<file path="config.mk">
export PLATFORM = sky130hd
export DESIGN_NAME = mcse_ami_outbox
export DESIGN_NICKNAME = d
export VERILOG_FILES = /design/src/rtl/mcse_ami_outbox.sv
export SDC_FILE = /design/constraint.sdc
export NUM_CORES = 2
export LEC_CHECK = 0
export BUFFER_PORTS_ARGS = -buffer_cell sky130_fd_sc_hd__buf_2
export CORE_AREA = 2 2 519 521
export DETAILED_ROUTE_END_ITERATION = 10
export DIE_AREA = 0 0 521 523
export PLACE_DENSITY = 0.39
export SYNTH_ARGS = -nofsm -noshare
export SYNTH_HDL_FRONTEND = slang
export SYNTH_SLANG_ARGS = --single-unit
</file>
<file path="constraint.sdc">
create_clock -name clk -period 30.2 [get_ports clk]
set_input_delay 6.04 -clock clk [delete_from_list [all_inputs] [get_ports clk]]
set_output_delay 6.04 -clock clk [all_outputs]
set_load 0.01 [all_outputs]
</file>
<file path="src/rtl/mcse_ami_outbox.sv">
// rtl/mcse_ami_outbox.sv - Round-robin multi-channel message outbox with FIFO and level-ack output FSM
// Channels are arbitrated into a small FIFO; the head is presented on ami_out under a 4-phase handshake.
module mcse_ami_outbox #(
  parameter  int NUM_CH    = 4,
  parameter  int AMI_WIDTH = 256,
  parameter  int DEPTH     = 4,
  localparam int CH_W      = $clog2(NUM_CH),
  localparam int CW        = $clog2(DEPTH) + 1
) (
  input  logic                        clk,
  input  logic                        rst,
  input  logic [NUM_CH-1:0]           ch_valid,
  input  logic [NUM_CH*AMI_WIDTH-1:0] ch_data,
  input  logic [NUM_CH-1:0]           ch_enable,
  output logic [NUM_CH-1:0]           ch_ready,
  input  logic                        flush,
  output logic [AMI_WIDTH-1:0]        ami_out,
  output logic [CH_W-1:0]             ami_ch,
  output logic                        ami_valid,
  input  logic                        ami_ack,
  output logic [CW-1:0]               count,
  output logic [15:0]                 tx_cnt
);

  localparam int PW = $clog2(DEPTH);
  localparam int EW = CH_W + AMI_WIDTH;

  typedef enum logic [1:0] {
    S_IDLE    = 2'd0,
    S_PRESENT = 2'd1,
    S_RELEASE = 2'd2
  } state_t;

  state_t                state_q, state_d;
  logic [CH_W-1:0]       rr_q, rr_d;
  logic [PW-1:0]         wr_ptr_q, wr_ptr_d;
  logic [PW-1:0]         rd_ptr_q, rd_ptr_d;
  logic [CW-1:0]         count_q, count_d;
  logic [15:0]           tx_cnt_q, tx_cnt_d;
  logic [AMI_WIDTH-1:0]  ami_out_q, ami_out_d;
  logic [CH_W-1:0]       ami_ch_q, ami_ch_d;
  logic [EW-1:0]         mem_q [DEPTH];

  logic [NUM_CH-1:0]     req;
  logic                  win_found;
  logic [CH_W-1:0]       win_idx;
  int                    scan_idx;
  logic                  can_push;
  logic                  push;
  logic                  pop;
  logic [EW-1:0]         head;

  // Rotating priority search starting at rr, wrapping past the top channel.
  always_comb begin
    req       = ch_valid & ch_enable;
    win_found = 1'b0;
    win_idx   = '0;
    scan_idx  = 0;
    for (int k = 0; k < NUM_CH; k++) begin
      scan_idx = int'(rr_q) + k;
      if (scan_idx >= NUM_CH) scan_idx = scan_idx - NUM_CH;
      if (!win_found && req[scan_idx]) begin
        win_found = 1'b1;
        win_idx   = CH_W'(scan_idx);
      end
    end
  end

  // Grant is masked by reset so no word can be captured while the block is held.
  always_comb begin
    can_push = rst && !flush && (count_q < CW'(DEPTH));
    ch_ready = '0;
    if (can_push && win_found) ch_ready[win_idx] = 1'b1;
    push = |ch_ready;
  end

  always_comb begin
    rr_d = rr_q;
    if (push) rr_d = (win_idx == CH_W'(NUM_CH - 1)) ? '0 : win_idx + CH_W'(1);
  end

  assign head = mem_q[rd_ptr_q];

  always_comb begin
    state_d   = state_q;
    pop       = 1'b0;
    ami_out_d = ami_out_q;
    ami_ch_d  = ami_ch_q;
    tx_cnt_d  = tx_cnt_q;
    case (state_q)
      S_IDLE: begin
        if (!flush && (count_q != '0)) begin
          pop       = 1'b1;
          ami_out_d = head[AMI_WIDTH-1:0];
          ami_ch_d  = head[EW-1 -: CH_W];
          state_d   = S_PRESENT;
        end
      end
      S_PRESENT: begin
        if (ami_ack) begin
          tx_cnt_d = tx_cnt_q + 16'd1;
          state_d  = S_RELEASE;
        end
      end
      S_RELEASE: begin
        if (!ami_ack) state_d = S_IDLE;
      end
      default: state_d = S_IDLE;
    endcase
  end

  always_comb begin
    wr_ptr_d = wr_ptr_q;
    rd_ptr_d = rd_ptr_q;
    count_d  = count_q;
    if (flush) begin
      wr_ptr_d = '0;
      rd_ptr_d = '0;
      count_d  = '0;
    end else begin
      if (push) wr_ptr_d = wr_ptr_q + PW'(1);
      if (pop)  rd_ptr_d = rd_ptr_q + PW'(1);
      case ({push, pop})
        2'b10:   count_d = count_q + CW'(1);
        2'b01:   count_d = count_q - CW'(1);
        default: count_d = count_q;
      endcase
    end
  end

  always_ff @(posedge clk) begin
    if (!rst) begin
      state_q   <= S_IDLE;
      rr_q      <= '0;
      wr_ptr_q  <= '0;
      rd_ptr_q  <= '0;
      count_q   <= '0;
      tx_cnt_q  <= '0;
      ami_out_q <= '0;
      ami_ch_q  <= '0;
    end else begin
      state_q   <= state_d;
      rr_q      <= rr_d;
      wr_ptr_q  <= wr_ptr_d;
      rd_ptr_q  <= rd_ptr_d;
      count_q   <= count_d;
      tx_cnt_q  <= tx_cnt_d;
      ami_out_q <= ami_out_d;
      ami_ch_q  <= ami_ch_d;
    end
  end

  // Storage needs no reset: occupancy tracking decides which entries are live.
  always_ff @(posedge clk) begin
    if (push) mem_q[wr_ptr_q] <= {win_idx, ch_data[win_idx*AMI_WIDTH +: AMI_WIDTH]};
  end

  assign ami_valid = (state_q == S_PRESENT);
  assign ami_out   = ami_out_q;
  assign ami_ch    = ami_ch_q;
  assign count     = count_q;
  assign tx_cnt    = tx_cnt_q;

endmodule
</file>
=== Yosys cells after proc, flatten, opt, wreduce, memory -nomap -nowiden ===
Memories as Yosys holds them, arrays and structs flattened. A register that Yosys moved wholly into a read port is not among the register bits.
Index checks and enable logic that the tools add are counted.

* $add $sub $neg: 13
* Magnitude comparators: 11
* Equal/unequal tests: 8
* Shifts and indexed selects: 1
* Multiplexer cells: 37
* Bitwise gates (word level): 2
* Reductions and logical operators: 21

{| class="wikitable"
|+ Operators by type and width
! kind !! number
|-
| variable part select 1024 x 11 -> 256 bit || 1
|-
| less-than comparator 32 x 4 -> 1 bit (second input constant) || 4
|-
| two-way mux 32 bit || 4
|-
| two-way mux 1 bit || 17
|-
| adder 16 x 1 -> 16 bit (second input constant) || 1
|-
| two-way mux 2 bit || 8
|-
| subtractor 3 x 3 -> 4 bit (second input constant) || 3
|-
| >= comparator 3 bit (second input constant) || 3
|-
| binary-select mux 1 bit (select 2 bit) || 4
|-
| logical AND 1 bit || 8
|-
| adder 2 x 1 -> 2 bit (second input constant) || 3
|-
| adder 2 x 2 -> 3 bit (second input constant) || 2
|-
| == test 2 bit (second input constant) || 3
|-
| case mux 2 bit (3 select lines) || 1
|-
| case mux 3 bit (2 select lines) || 1
|-
| zero test 1 bit || 5
|-
| AND 4 bit || 1
|-
| == test 2 x 1 -> 1 bit (second input constant) || 2
|-
| two-way mux 4 bit || 1
|-
| inequality test 2 bit (second input constant) || 2
|-
| AND reduction 2 bit || 2
|-
| OR reduction 4 bit || 1
|-
| subtractor 2 x 3 -> 4 bit (second input constant) || 1
|-
| adder 2 x 1 -> 3 bit (second input constant) || 1
|-
| 14 further kinds || 14
|}

* Bits in registers: 27
* Memory bits (writable): 1032
* Output and inout bits: 282
* Word-level logic and storage cells: 100
* Memories kept: 1

{| class="wikitable"
|+ Memory list
! memory !! words !! width !! rd ports !! clocked after memory_dff !! wr ports !! RTL line !! text
|-
| mem_q || 4 || 258 || 1 || 1 || 1 || 42 || <nowiki>logic [EW-1:0] mem_q [DEPTH];</nowiki>
|}

=== Longest topological paths before layout ===
* Word-level depth: 23
* Depth in mapped cells: 14

=== Least setup slack after synthesis ===
OpenSTA, ideal clock, no wires.

* Path kind: input to register
* From: input port ch_valid[0]
* To: memory mem_q[0][0] (netlist name), enable pin
* Library setup time: 653 ps
* Arrival time: 12954 ps
* Required time: 29547 ps
* Path slack: 16593 ps
* Stages on the path: 8
* Cells stage by stage: nand2_1 o2111ai_1 a31o_1 buf_2 inv_1 ha_1 o31a_2 and2_1

* Cells in the longest elaborated chain, start to end: 22
* Elaborated cells between the ends (all ways): 37
* Classes of those cells: 2 x order compare; 25 x mux; 1 x bitwise; 9 x reduce/logical

{| class="wikitable"
|+ Ends and longest elaborated chain
! element !! RTL line !! text
|-
| start: declaration || 12 || <nowiki>input logic [NUM_CH-1:0] ch_valid,</nowiki>
|-
| AND 4 bit * || 55 || <nowiki>req = ch_valid & ch_enable;</nowiki>
|-
| binary-select mux 1 bit (select 2 bit) || 62 || <nowiki>if (!win_found && req[scan_idx]) begin</nowiki>
|-
| two-way mux 1 bit (not written as such) (2 in a row) || 62 ||
|-
| two-way mux 1 bit || 62 ||
|-
| zero test 1 bit || 62 ||
|-
| logical AND 1 bit || 62 ||
|-
| two-way mux 1 bit || 62 ||
|-
| zero test 1 bit || 62 ||
|-
| (+5 left out) || -- ||
|-
| less-than comparator 2 x 3 -> 1 bit (not written as such) or >= comparator 2 x 1 -> 1 bit (tied branches) || 73 || <nowiki>if (can_push && win_found) ch_ready[win_idx] = 1'b1;</nowiki>
|-
| logical AND 1 bit (not written as such) || 73 ||
|-
| two-way mux 1 bit (not written as such) || 73 ||
|-
| demux 1 bit (select 2 bit) || 73 ||
|-
| two-way mux 4 bit * || 73 ||
|-
| OR reduction 4 bit * || 74 || <nowiki>push = |ch_ready;</nowiki>
|-
| two-way mux 1 bit * || 155 || <nowiki>if (push) mem_q[wr_ptr_q] <= {win_idx, ch_data[win_idx*AMI_WIDTH +: AMI_WIDTH]};</nowiki>
|-
| two-way mux 1 bit (not written as such) * || 155 ||
|-
| end: declaration || 42 ||
|}

Every way passes the cells marked *; elsewhere a longest branch is shown, timed or not. The select of a mux whose other input is x is not followed.

=== Worst setup path after layout ===
* From: input port rst
* To: output port ch_ready[0]

* Cells in the longest elaborated chain, start to end: 4

{| class="wikitable"
|+ Ends and longest elaborated chain
! element !! RTL line !! text
|-
| start: declaration || 11 || <nowiki>input logic rst,</nowiki>
|-
| logical AND 1 bit (2 in a row) || 71 || <nowiki>can_push = rst && !flush && (count_q < CW'(DEPTH));</nowiki>
|-
| logical AND 1 bit || 73 ||
|-
| two-way mux 4 bit || 73 ||
|-
| end: declaration || 15 || <nowiki>output logic [NUM_CH-1:0] ch_ready,</nowiki>
|}

Every way passes these cells.

==> metrics.yaml <==
clock_network:
  clk_pin_slew_worst_paths_ps: 50
  insertion_delay_ps: 810
  cts_root_buffer: "clkbuf_16"
  cts_max_path_buffers: 3
  numCtsBuffers: 153
  ctsResizeCount: 0
  cts_htree_levels: 4
  clock_sinks: 1317
  post-cts-setup-buffers: 0
  cts_hold_buf: 0
  cts_tree: "yes"
global_routing:
  grt_pass1_wl_mm: 270.3
  grt_overflow_total: 0
  grt_pass1_vias: 36080
  antenna_found_initial: 36
  track_usage_pct: 13.79
  grt_max_degree: 109
hold_path:
  holdPathEnd: "ami_out[45]$_SDFFE_PN0P_"
  min-delay-start: "ami_out[45]$_SDFFE_PN0P_"
  hold-path-cell-count: 2
  hp-class: "register to register"
cells_and_area:
  nNetsFinal: 5830
  areaGrowthSynthToFinish_pct: 26.92
  final_core_util_pct: 26.87
  layout-drive-gt1-share_pct: 37.81
critical_path:
  arrival_ps: 8140
  critPathCaptureType: "output pin"
  reg2regPathDepth: 11
  r2r_slack_ps: 24190
  crit_buf_inv: 2
  timing.rr.start: "rr_q[0]$_SDFFE_PN0P_"
  crit_path_top_delay_cell: "a311oi_2"
  startpoint: "rst"
  required_ps: 24160
  cpPeakStageDelay_ps: 640
  crit_fanout: 99
  path_delay_family: "simple AND/OR/NAND/NOR gates"
  start_kind: "input port"
  r2r_end: "mem_q[1][249]$_DFFE_PP_"
  crit_chain: "buf_8 -> nand2b_1 -> a311oi_2 -> nand2_1 -> nor2_1 -> buf_2"
  crit_type: "input port to output pin"
timing:
  slew_headroom_pct: 34.87
  fin_crit_ps: 14180
  worst_pin_slew_ps: 976.9
  rsz0062_at_grt: "false"
  fin_setup_tns_ps: 0
  finalSetupViolCount: 0
  max_freq_mhz: 70.51
  slew_violations: 0
  skew_ps: 64.09
  fin_crit_sh_pct: 46.96
  final_hold_viol_count: 0
floorplan:
  die_w_um: 521
  fp.coreArea_um2: 267000
  rows: 190
  initial_utilization_pct: 21.17
  dieArea_um2: 272500
  fp.dieH_um: 523
  io_pins: 1318
routing:
  ant_nets: 0
  vias_per_cell: 4.104
  wl_per_cell_um: 23.04
  drtPass1Iterations: 5
  wl_mm: 195.3
  vias: 34790
  drc: 0
  drt_iter0_markers: 1747
power_and_ir_drop:
  ir_worst_vdd_mv: 0.05097
  p_leak_nw: 25.79
  power.density_nw_per_um2: 60.87
synth:
  synth_cell_types: 46
  synth_commonest_cells: "edfxtp_1 (1032), mux2i_1 (769), nand2_1 (532)"
  yosysMostFrequentCell: "edfxtp_1"
  synth_fp_nets: 4536
  syn_area_um2: 56510
  synth_top_area_cell: "edfxtp_1"
  synth_cells: 3492
  ys_ff_latch: 1317
  seq_area_frac_synth_pct: 64.94
  synth_area_leaders: "edfxtp_1 (55%), mux2i_1 (14%), mux4_2 (10%)"
  syn_avg_cell_area_um2: 16.18
  yosys_warnings: 0
  synth_ff_type: "edfxtp_1"
  synth-async-reset-ratio_pct: 0
  synth.top_cell.area_share_pct: 54.84
  synth_enable_flop_cells: 1032
place:
  dp_hpwl_mm: 137.4
  portBuffers: 1317
  place.gp.congestion: 0.9131
run:
  cap_violations: 0
status:
  status: "finished clean"
[worst min-delay path: stages (launching register included)]
cell      delay [ps]
dfxtp_1          300
nand2_1           50
a21boi_1          50
[layout make-up]
class | count | area, um2
multi-input combinational | 1931 | 18300
fill | 27470 | 195200
antenna | 8 | 20.02
inverter | 10 | 76.32
timing repair buffer | 1373 | 7109
sequential | 1317 | 36700
tap | 3552 | 4444
clock buffer | 211 | 4188
clock inverter | 75 | 880.8
[cell usage in the layout (no fill, tap or decap), types with 3 or more instances in the layout]
| cell | n |
|---|---|
| xnor2_1 | 14 |
| xor2_1 | 6 |
| nand4_1 | 4 |
| and3_1 | 7 |
| nor2_1 | 9 |
| a21oi_1 | 4 |
| nand3_1 | 6 |
| clkbuf_16 | 154 |
| clkbuf_1 | 45 |
| dfxtp_1 | 283 |
| clkbuf_8 | 12 |
| mux2i_1 | 767 |
| a21boi_1 | 258 |
| ha_1 | 7 |
| buf_2 | 1316 |
| buf_4 | 49 |
| bufinv_16 | 9 |
| edfxtp_1 | 1032 |
| diode_2 | 8 |
| clkinvlp_4 | 5 |
| clkinv_16 | 11 |
| clkinv_2 | 18 |
| and2_4 | 4 |
| inv_1 | 8 |
| nor2b_1 | 4 |
| clkinv_1 | 27 |
| nor3_1 | 4 |
| o211ai_1 | 3 |
| mux4_2 | 258 |
| clkinv_8 | 3 |
| and2_1 | 19 |
| nand2_1 | 532 |
| buf_12 | 7 |
[per-stage QoR]
stage	hold slack (ps)	instance area, um2	power, mW	setup WS, ps	cells
finish	445.6	71720	4.366	16020	8477
global route	465.8	71710	4.546	15760	8472
CTS	449.6	71700	4.449	15910	8469
detailed placement	441.6	66630	2.575	15910	8183
global placement	438.6	66630	2.567	15920	8183
floorplan	461.0	56510	2.380	16590	3492
[where the power goes]
group | leakage [nW] | switching (mW) | total [mW] | internal (mW)
Combinational | 11.7 | 0.276 | 0.464 | 0.188
Clock | 2.43 | 0.782 | 1.84 | 1.06
Sequential | 11.6 | 0.0107 | 2.06 | 2.05
Total | 25.8 | 1.07 | 4.37 | 3.30
[worst max-delay path by stage]
stage,end,cells past startpoint
after CTS,ch_ready[0],6
after floorplan,mem_q[0][0]$_DFFE_PP_,8
after detailed placement,ch_ready[0],6
after global routing,ch_ready[2],6
final,ch_ready[0],6
after global placement,ch_ready[2],6
[flip-flops by register name, indices dropped and copies added (netlist names), 3 cells and up]
name	flops
ami_out	256
count	3
mem_q	1032
tx_cnt	16
[per-layer routing]
layer | wire length, um | GRT usage, % | share of wire (%)
met5 | 81 | 0 | 0.041
met4 | 6041 | 4.606 | 3.1
met3 | 11970 | 3.543 | 6.1
met2 | 95520 | 23.65 | 49
met1 | 81660 | 16.78 | 42
[logic make-up after synthesis]
group           Yosys count  synth area share, %
compound gates          278                3.693
xor+xnor                 20               0.3100
simple gates            597                4.211
fa+ha+maj                 8               0.1904
flops                  1317                64.94
mux                    1028                23.92
buf+inv                 244                2.737
Power figures use the tool's default switching activity.
